File: src/rtl/ssb_sync_gen.sv
`default_nettype none
// ============================================================================
// ssb_sync_gen : streams the PSS then the SSS frequency-domain symbol, 1 bin/beat
// Rev 1.0
// ============================================================================
module ssb_sync_gen #(
    parameter int NFFT   = 256,
    parameter int OUT_DW = 32,
    parameter int AMP    = 8192
) (
    input  logic              clk_i,
    input  logic              reset_ni,
    input  logic [10:0]       s_axis_ctrl_tdata,
    input  logic              s_axis_ctrl_tvalid,
    output logic              s_axis_ctrl_tready,
    output logic [OUT_DW-1:0] m_axis_out_tdata,
    output logic              m_axis_out_tvalid,
    input  logic              m_axis_out_tready,
    output logic              m_axis_out_tlast,
    output logic              m_axis_out_tuser,
    output logic              busy_o,
    output logic              error_o
);
    localparam int              KW      = $clog2(NFFT);
    localparam int              HW      = OUT_DW / 2;
    localparam logic [KW-1:0]   K_LO    = KW'(NFFT / 2 - 63);
    localparam logic [KW-1:0]   K_HI    = KW'(NFFT / 2 + 63);
    localparam logic [KW-1:0]   K_LAST  = KW'(NFFT - 1);
    localparam logic [HW-1:0]   AMP_POS = HW'(AMP);
    localparam logic [HW-1:0]   AMP_NEG = HW'(-AMP);

    localparam logic [1:0] ST_IDLE = 2'd0;
    localparam logic [1:0] ST_PSS  = 2'd1;
    localparam logic [1:0] ST_SSS  = 2'd2;

    function automatic logic [126:0] mseq(input logic [6:0] init, input int tap);
        logic [126:0] s;
        s      = '0;
        s[6:0] = init;
        for (int i = 0; i < 120; i++) s[i+7] = s[i+tap] ^ s[i];
        return s;
    endfunction

    function automatic logic [6:0] inc127(input logic [6:0] v);
        return (v == 7'd126) ? 7'd0 : v + 7'd1;
    endfunction

    localparam logic [126:0] X_SEQ  = mseq(7'b1110110, 4);
    localparam logic [126:0] X0_SEQ = mseq(7'b0000001, 4);
    localparam logic [126:0] X1_SEQ = mseq(7'b0000001, 1);

    logic [1:0]        state_q, state_d;
    logic [KW-1:0]     gen_k_q, gen_k_d;
    logic              gen_sss_q, gen_sss_d;
    logic [6:0]        idx_a_q, idx_a_d, idx_b_q, idx_b_d;
    logic [6:0]        m0_q, m0_d, m1_q, m1_d;
    logic [OUT_DW-1:0] tdata_q, tdata_d;
    logic              tvalid_q, tvalid_d, tlast_q, tlast_d, tuser_q, tuser_d;
    logic              error_q, error_d;

    logic [8:0] nid1;
    logic [1:0] nid2;
    logic       id_ok, ctrl_hs, out_hs, in_band, seq_bit;
    logic [6:0] pss_off, grp_off, nid2_off, m0_acc, m1_acc;

    assign nid1    = s_axis_ctrl_tdata[10:2];
    assign nid2    = s_axis_ctrl_tdata[1:0];
    assign id_ok   = (nid2 != 2'd3) && (nid1 <= 9'd335);
    assign ctrl_hs = s_axis_ctrl_tvalid && (state_q == ST_IDLE);
    assign out_hs  = tvalid_q && m_axis_out_tready;
    assign in_band = (gen_k_q >= K_LO) && (gen_k_q <= K_HI);
    assign seq_bit = gen_sss_q ? (X0_SEQ[idx_a_q] ^ X1_SEQ[idx_b_q]) : X_SEQ[idx_a_q];

    // Per-request offsets; the N_id_1 group is resolved by comparison only
    always_comb begin
        grp_off = 7'd0;
        m1_acc  = nid1[6:0];
        if (nid1 >= 9'd224) begin
            grp_off = 7'd30;
            m1_acc  = 7'(nid1 - 9'd224);
        end else if (nid1 >= 9'd112) begin
            grp_off = 7'd15;
            m1_acc  = 7'(nid1 - 9'd112);
        end
        case (nid2)
            2'd1:    begin pss_off = 7'd43; nid2_off = 7'd5;  end
            2'd2:    begin pss_off = 7'd86; nid2_off = 7'd10; end
            default: begin pss_off = 7'd0;  nid2_off = 7'd0;  end
        endcase
        m0_acc = grp_off + nid2_off;
    end

    always_ff @(posedge clk_i or negedge reset_ni) begin
        if (!reset_ni) state_q <= ST_IDLE;
        else           state_q <= state_d;
    end

    always_comb begin
        state_d = state_q;
        case (state_q)
            ST_IDLE: if (ctrl_hs && id_ok)      state_d = ST_PSS;
            ST_PSS:  if (out_hs && tlast_q)     state_d = ST_SSS;
            ST_SSS:  if (out_hs && tlast_q)     state_d = ST_IDLE;
            default:                            state_d = ST_IDLE;
        endcase
    end

    // The generator runs one bin ahead of the output register; bin 0 is
    // always out-of-band (NFFT >= 128), so the accept edge loads a zero bin.
    always_comb begin
        gen_k_d   = gen_k_q;
        gen_sss_d = gen_sss_q;
        idx_a_d   = idx_a_q;
        idx_b_d   = idx_b_q;
        m0_d      = m0_q;
        m1_d      = m1_q;
        tdata_d   = tdata_q;
        tvalid_d  = tvalid_q;
        tlast_d   = tlast_q;
        tuser_d   = tuser_q;
        error_d   = 1'b0;
        if (state_q == ST_IDLE) begin
            if (ctrl_hs && id_ok) begin
                tvalid_d  = 1'b1;
                tdata_d   = '0;
                tlast_d   = 1'b0;
                tuser_d   = 1'b0;
                gen_k_d   = KW'(1);
                gen_sss_d = 1'b0;
                idx_a_d   = pss_off;
                idx_b_d   = 7'd0;
                m0_d      = m0_acc;
                m1_d      = m1_acc;
            end else if (ctrl_hs) begin
                error_d = 1'b1;
            end
        end else if (out_hs) begin
            if (tlast_q && tuser_q) begin
                tvalid_d = 1'b0;
                tdata_d  = '0;
                tlast_d  = 1'b0;
                tuser_d  = 1'b0;
            end else begin
                tdata_d = '0;
                if (in_band) tdata_d[HW-1:0] = seq_bit ? AMP_NEG : AMP_POS;
                tlast_d = (gen_k_q == K_LAST);
                tuser_d = gen_sss_q;
                if (gen_k_q == K_LAST) begin
                    gen_k_d   = '0;
                    gen_sss_d = 1'b1;
                    idx_a_d   = m0_q;
                    idx_b_d   = m1_q;
                end else begin
                    gen_k_d = gen_k_q + KW'(1);
                    if (in_band) begin
                        idx_a_d = inc127(idx_a_q);
                        idx_b_d = inc127(idx_b_q);
                    end
                end
            end
        end
    end

    always_ff @(posedge clk_i or negedge reset_ni) begin
        if (!reset_ni) begin
            gen_k_q   <= '0;
            gen_sss_q <= 1'b0;
            idx_a_q   <= '0;
            idx_b_q   <= '0;
            m0_q      <= '0;
            m1_q      <= '0;
            tdata_q   <= '0;
            tvalid_q  <= 1'b0;
            tlast_q   <= 1'b0;
            tuser_q   <= 1'b0;
            error_q   <= 1'b0;
        end else begin
            gen_k_q   <= gen_k_d;
            gen_sss_q <= gen_sss_d;
            idx_a_q   <= idx_a_d;
            idx_b_q   <= idx_b_d;
            m0_q      <= m0_d;
            m1_q      <= m1_d;
            tdata_q   <= tdata_d;
            tvalid_q  <= tvalid_d;
            tlast_q   <= tlast_d;
            tuser_q   <= tuser_d;
            error_q   <= error_d;
        end
    end

    assign s_axis_ctrl_tready = (state_q == ST_IDLE);
    assign busy_o             = (state_q != ST_IDLE);
    assign error_o            = error_q;
    assign m_axis_out_tdata   = tdata_q;
    assign m_axis_out_tvalid  = tvalid_q;
    assign m_axis_out_tlast   = tlast_q;
    assign m_axis_out_tuser   = tuser_q;

endmodule
`default_nettype wire

File: config.mk
export PLATFORM = sky130hd
export DESIGN_NAME = ssb_sync_gen
export DESIGN_NICKNAME = d
export VERILOG_FILES = /design/src/rtl/ssb_sync_gen.sv
export SDC_FILE = /design/constraint.sdc
export NUM_CORES = 1
export LEC_CHECK = 0
export BUFFER_PORTS_ARGS = -buffer_cell sky130_fd_sc_hd__buf_2
export CORE_UTILIZATION = 35
export CTS_CLUSTER_DIAMETER = 40
export DETAILED_ROUTE_END_ITERATION = 8
export GPL_ROUTABILITY_DRIVEN = 0
export MAX_ROUTING_LAYER = met4
export PLACE_DENSITY = 0.59
export SLEW_MARGIN = 20
export SYNTH_ARGS = -nofsm -noshare
export SYNTH_HDL_FRONTEND = slang
export SYNTH_SLANG_ARGS = --single-unit
File: constraint.sdc
create_clock -name clk_i -period 2.9 [get_ports clk_i]
set_clock_uncertainty 0.1 [all_clocks]
set_input_delay 0.87 -clock clk_i [delete_from_list [all_inputs] [get_ports clk_i]]
set_output_delay 0.87 -clock clk_i [all_outputs]
set_load 0.03 [all_outputs]
# After elaboration in Yosys (flattened, before gate mapping)
# Memories as Yosys holds them, arrays and structs flattened.
# Index checks and enable logic that the tools add are counted.
# word_totals
reg_bits	75
romBits	384
in_bits	15
output_inout_bits	38
wordCells	118
mem_count	3
# memory_table
name	words	width	read_ports	rd_clocked_by_memory_dff	write_ports	line	text
(name not given)	128	1	1	0	0	72	assign seq_bit = gen_sss_q ? (X0_SEQ[idx_a_q] ^ X1_SEQ[idx_b_q]) : X_SEQ[idx_a_q];
(name not given)	128	1	1	0	0	72	
(name not given)	128	1	1	0	0	72	
# op_classes
addsub	6
order_cmp	7
eq_ne	12
muxes	57
bitwise_logic	1
reduce_logical	20
# ops
op	n
$mux 7	17
$mux 32	3
$mux 16	3
$mux 8	5
$mux 1	22
$lt 7x8->1 const B	2
$add 7x1->7 const B	2
$eq 7x7->1 const B	2
$pmux 7 s2	1
$sub 7x7->7 const B	2
$ge 9x7->1 const B	1
$ge 9x8->1 const B	1
$le 9x9->1 const B	1
$reduce_and 3->1	3
$add 8x1->8 const B	1
$eq 8x8->1 const B	1
$ge 8x7->1 const B	1
$le 8x8->1 const B	1
$ne 2x2->1 const B	4
$pmux 4 s2	1
$reduce_and 4->1	2
$reduce_bool 2->1	4
$add 7x7->7	1
$logic_and 1x1->1	7
other kinds (10)	15

# Longest topological paths before layout
# logic_depth
depth_word	9
depth_mapped	13
mapped_depth_nobuf	13

# Worst setup path after synthesis
# Ideal clock, no wire load.
# synth_path
path_type	input to register
start	input s_axis_ctrl_tdata[6]
end	register m0_q[4]
setup_time_ps	83
t_arrival_ps	2710
required_time_ps	2717
path_slack_ps	7
cell_stages	13
n_path_buf	0
path_cell_list	inv_1 > ha_1 > a41oi_1 > o21bai_1 > nor2_1 > ha_1 > inv_1 > fa_1 > inv_1 > a21o_1 > a21oi_1 > xor2_1 > o21ai_0
# synth_via
elab_chain_cells	4
word_cells_on_any_way	9
classes_between	1 x add/sub; 3 x order compare; 2 x mux; 3 x reduce/logical
# synth_rtl
element	line	text
start: declaration	13	input logic [10:0] s_axis_ctrl_tdata,
$ge 9x7->1 or $le 9x9->1 (tied branches)	81, 68	
$mux 4 or $logic_and 1x1->1 (tied branches)	81, 68	
$mux 7 or $logic_and 1x1->1 (tied branches)	78, 123	
$add 7x7->7 or $reduce_and 2->1 (tied branches)	-	
end signal: assignment	182	m0_q <= m0_d;
end: declaration	56	logic [6:0] m0_q, m0_d, m1_q, m1_d;
# Several ways; a longest one is shown, not always the timed one.
# A chain may end at the register's enable or synchronous reset.

# Worst setup path in the final report
# Same ends and word-level chain as after synthesis.

==> reports/qor_table.md <==
| Result | Value | Unit |
|---|---|---|
| Result of the run | complete, but fails checks | - |
| Failing checks | DRC | - |
| Clock edge transition at the registers on the reported setup and hold paths | 0.09 | ns |
| Cell Rows | 38 | - |
| Total met3 wirelength after detailed routing | 291 | microns |
| Fraction of the mapped netlist area in compound gates | 22.2 | % |
| Achievable frequency | 366 | MHz |
| Via-to-Cell Ratio | 5.18 | - |
| Share of cells above drive strength 1 | 16.1 | % |
| Buffers plus inverters on the worst setup path | 4 | - |
| Met1 layer wirelength in the final routing | 4500 | microns |
| Gate count of the mapped netlist | 480 | - |
| Kind of end point of the critical path | register | - |
| CTS Root Cell | sky130_fd_sc_hd__clkbuf_8 | - |
| Post-detailed-route count of antenna-violating nets | 0 | - |
| Average wire per standard cell | 14.0 | microns |
| # fillers | 1,123 | - |
| Vias in the first global route | 3,243 | - |
| Final hold violation count | 0 | - |
| Area of the mapped netlist | 3890 | sq um |
| Most common cell after layout, fill and taps aside | sky130_fd_sc_hd__nand2_1 | - |
| Growth of design area from synthesis to finish | 11.1 | % |
| Buffer levels on the longest clock path | 2 | - |
| Tmin final | 2.73 | ns |
| Startpoint-to-endpoint class of the critical path | in2reg | - |
| Worst EP required | 3.02 | ns |
| Count of flip-flops with a built-in enable after synthesis | 0 | - |
| Warnings from Yosys | 0 | - |
| Worst setup path startpoint | s_axis_ctrl_tdata[6] | - |
| Flip-flop and latch count after synthesis | 44 | - |
| Area fraction in and, or, nand and nor cells after synthesis | 19.1 | % |
| Fraction of the mapped netlist area in adder cells | 11.1 | % |
| Pwr per Cell Area | 296 | nW/um^2 |
| Routed length on met2 | 4310 | microns |
| Period Utilization, post-route | 94.1 | % |
| Clock tree from TritonCTS | done | - |
| # IOs | 53 | - |
| DR vias | 3,395 | - |
| Mux cell area share after synthesis | 4.80 | % |
| Top library cells by usage in the layout, fill and taps aside | sky130_fd_sc_hd__nand2_1, sky130_fd_sc_hd__dfrtp_1, sky130_fd_sc_hd__o21ai_0 | - |
| Largest family of logic cells by synthesized area | compound AO/OA/AOI/OAI gates | - |
| Share of async-settable or async-resettable flops after synthesis | 100 | % |
| Cell-by-cell listing of the critical path | buf_2 > inv_1 > ha_1 > a41oi_2 > o21bai_1 > nor2_1 > ha_2 > inv_1 > fa_1 > inv_1 > a21o_1 > a21oi_1 > xor2_1 > o21ai_1 | - |
| HPWL after detailed placement | 6790 | microns |
| Setup repair after global routing missed its margin | no | - |
| Worst Max-Slew Pin Slew | 0.668 | ns |
| Number of antenna violations at the first check in global routing | 0 | - |
| Max-Slew Margin vs Limit | 54.9 | % |
| Antenna diodes | 0 | - |
| Std-Cell Core Area | 10,800 | sq um |
| Max-cap violations | 0 | - |
| Final max-slew violation count | 0 | - |
| 1st-iter DRT viols | 233 | - |
| CP peak stage delay | 0.41 | ns |
| Congestion Overflow GR | 0 | - |
| Inserted Clock Buffers | 5 | - |
| GRT Resource Usage Total | 17.1 | % |
| Worst Path Max Fanout | 3 | - |
| Deepest level of the CTS H-tree | 2 | - |
| CP most frequent cell | sky130_fd_sc_hd__inv_1 | - |
| Most used flip-flop cell after synthesis | sky130_fd_sc_hd__dfrtp_1 | - |
| Tot Pwr | 0.00128 | W |
| Family of cells with the greatest summed delay on the critical path | adder cells | - |
| Number of buffers added on ports | 23 | - |
| Area of the die | 11,500 | sq um |
| Share of synthesized area occupied by flip-flops and latches | 28.3 | % |
| Nets@finish | 563 | - |
| Initial cell density of the core | 35.9 | % |
| Final total negative setup slack | 0 | ns |
| Post-synthesis area per instance | 8.10 | sq um |
| Number of setup violations in the final report | 0 | - |
| Synthesized-area fraction occupied by xor and xnor cells | 2.70 | % |
| Endpoint arrival time on the critical path | 2.85 | ns |
| Worst Setup Start Kind | input pin | - |
| Count of TritonRoute iterations in the first routing pass | 6 | - |
| Final wirelength | 9190 | microns |
| Die Wd | 107 | microns |
| Count of unique library cells instantiated by Yosys | 59 | - |
| Slowest CP cell | sky130_fd_sc_hd__fa_1 | - |
| Global-route wire length before repair | 15,700 | microns |
| Source of the worst hold timing path | m0_q[5] | - |
| Highest routed metal layer | met4 | - |
| Worst r2r src | idx_b_q[0] | - |
| Leak pwr | 1.97 | nW |
| Worst hold path class | reg2reg | - |
| Post-detailed-route DRC marker count | 1 | - |
| IR Drop Worst-Case VDD | 0.201 | mV |
| Largest net degree at the start of global routing | 45 | - |
| Source-to-sink clock delay at the later pin of the worst-skew pair | 0.30 | ns |
| Clock tree sinks | 44 | - |
| Height of the die | 107 | microns |
cells by family after synthesis:
| kind of cell | Yosys count |
|---|---|
| compound gates | 131 |
| other cells | 1 |
| mux | 16 |
| buf+inv | 80 |
| fa+ha+maj | 34 |
| simple gates | 162 |
| xor+xnor | 12 |
| flops | 44 |
worst register-to-register path: cells and delay by family, from the launching register on:
family,cells,cell delay [ns]
compound gates,4,0.94
flops,1,0.48
buf+inv,2,0.41
fa+ha+maj,1,0.37
mux,2,0.25
simple gates,1,0.05
cell usage after synthesis (all sizes together), types with 3 or more instances:
master,n,area (sq um)
mux2i,13,130
nand3,27,135
xnor2,6,52.6
nand2b,11,68.8
dfrtp,44,1100
a21o,4,30.0
a21oi,28,155
inv,24,90.1
ha,33,413
a22o,3,26.3
nand4,3,18.8
nand2,64,240
nor2,33,126
buf,45,323
nor3,6,30.0
o22ai,3,18.8
o31ai,4,35.0
o21ai,44,220
a22oi,5,37.5
a211oi,9,72.6
xor2,6,52.6
clkbuf,11,41.3
a2111oi,3,26.3
o221ai,4,35.0
o211ai,5,37.5
nor2b,6,37.5
timing repair:
item                       4_1_cts  5_1_grt
buffers inserted                 0        1
gates resized for setup          0        9
setup endpoints to repair        0       15
hold buffers                     0        0
stage by stage:
step           instances  utilization (%)  setup WS, ns  hold WS (ns)  cell area (sq um)
3_3_place_gp         646             38.3       -0.0654         0.370               4160
4_1_cts              654             39.5        0.0560         0.388               4280
5_1_grt              655             39.9      0.000680         0.421               4320
2_1_floorplan        508                -       0.00704         0.340               3990
3_5_place_dp         646             38.3        -0.140         0.366               4160
6_report             655             39.9         0.171         0.379               4320
report_power, final:
group          internal, W  total (W)  switching, W
logic            0.0000450   0.000152      0.000107
clock network     0.000282   0.000514      0.000232
registers         0.000613   0.000613             0
area by class of cell:
type                            count  area [sq um]  share of cell area, %
Timing Repair Buffer               55           355                   8.22
Tap cell                          140           175                   4.05
Clock buffer                        6          82.6                   1.91
Multi-Input combinational cell    384          2470                   57.3
Sequential cell                    44          1100                   25.5
Inverter                           24          90.1                   2.09
Clock inverter                      2          38.8                  0.898
registers in the layout (all words and copies together) (netlist names), 2 cells and up:
| name | flops |
|---|---|
| idx_a_q | 7 |
| gen_k_q | 8 |
| idx_b_q | 7 |
| state_q | 2 |
| m_axis_out_tdata | 2 |
| m1_q | 7 |
| m0_q | 6 |
per-layer routing:
| layer | track usage [%] | up-vias |
|---|---|---|
| met5 | - | - |
| met4 | 4.60 | 0 |
| met3 | 1.51 | 8 |
| met2 | 27.4 | 75 |
| met1 | 23.2 | 1619 |
| li1 | - | 1693 |
worst paths after layout:
kind / end / slack [ns] / cells past startpoint
max: m0_q[4] / 0.17 / 14
min in group asynchronous: m_axis_out_tlast / 0.53 / 2
max reg2reg: m_axis_out_tdata[14] / 0.22 / 10
min reg2reg: m0_q[5] / 0.38 / 2
max in group asynchronous: idx_b_q[1] / 1.74 / 2
min: m0_q[5] / 0.38 / 2
Power figures use the tool's default switching activity.
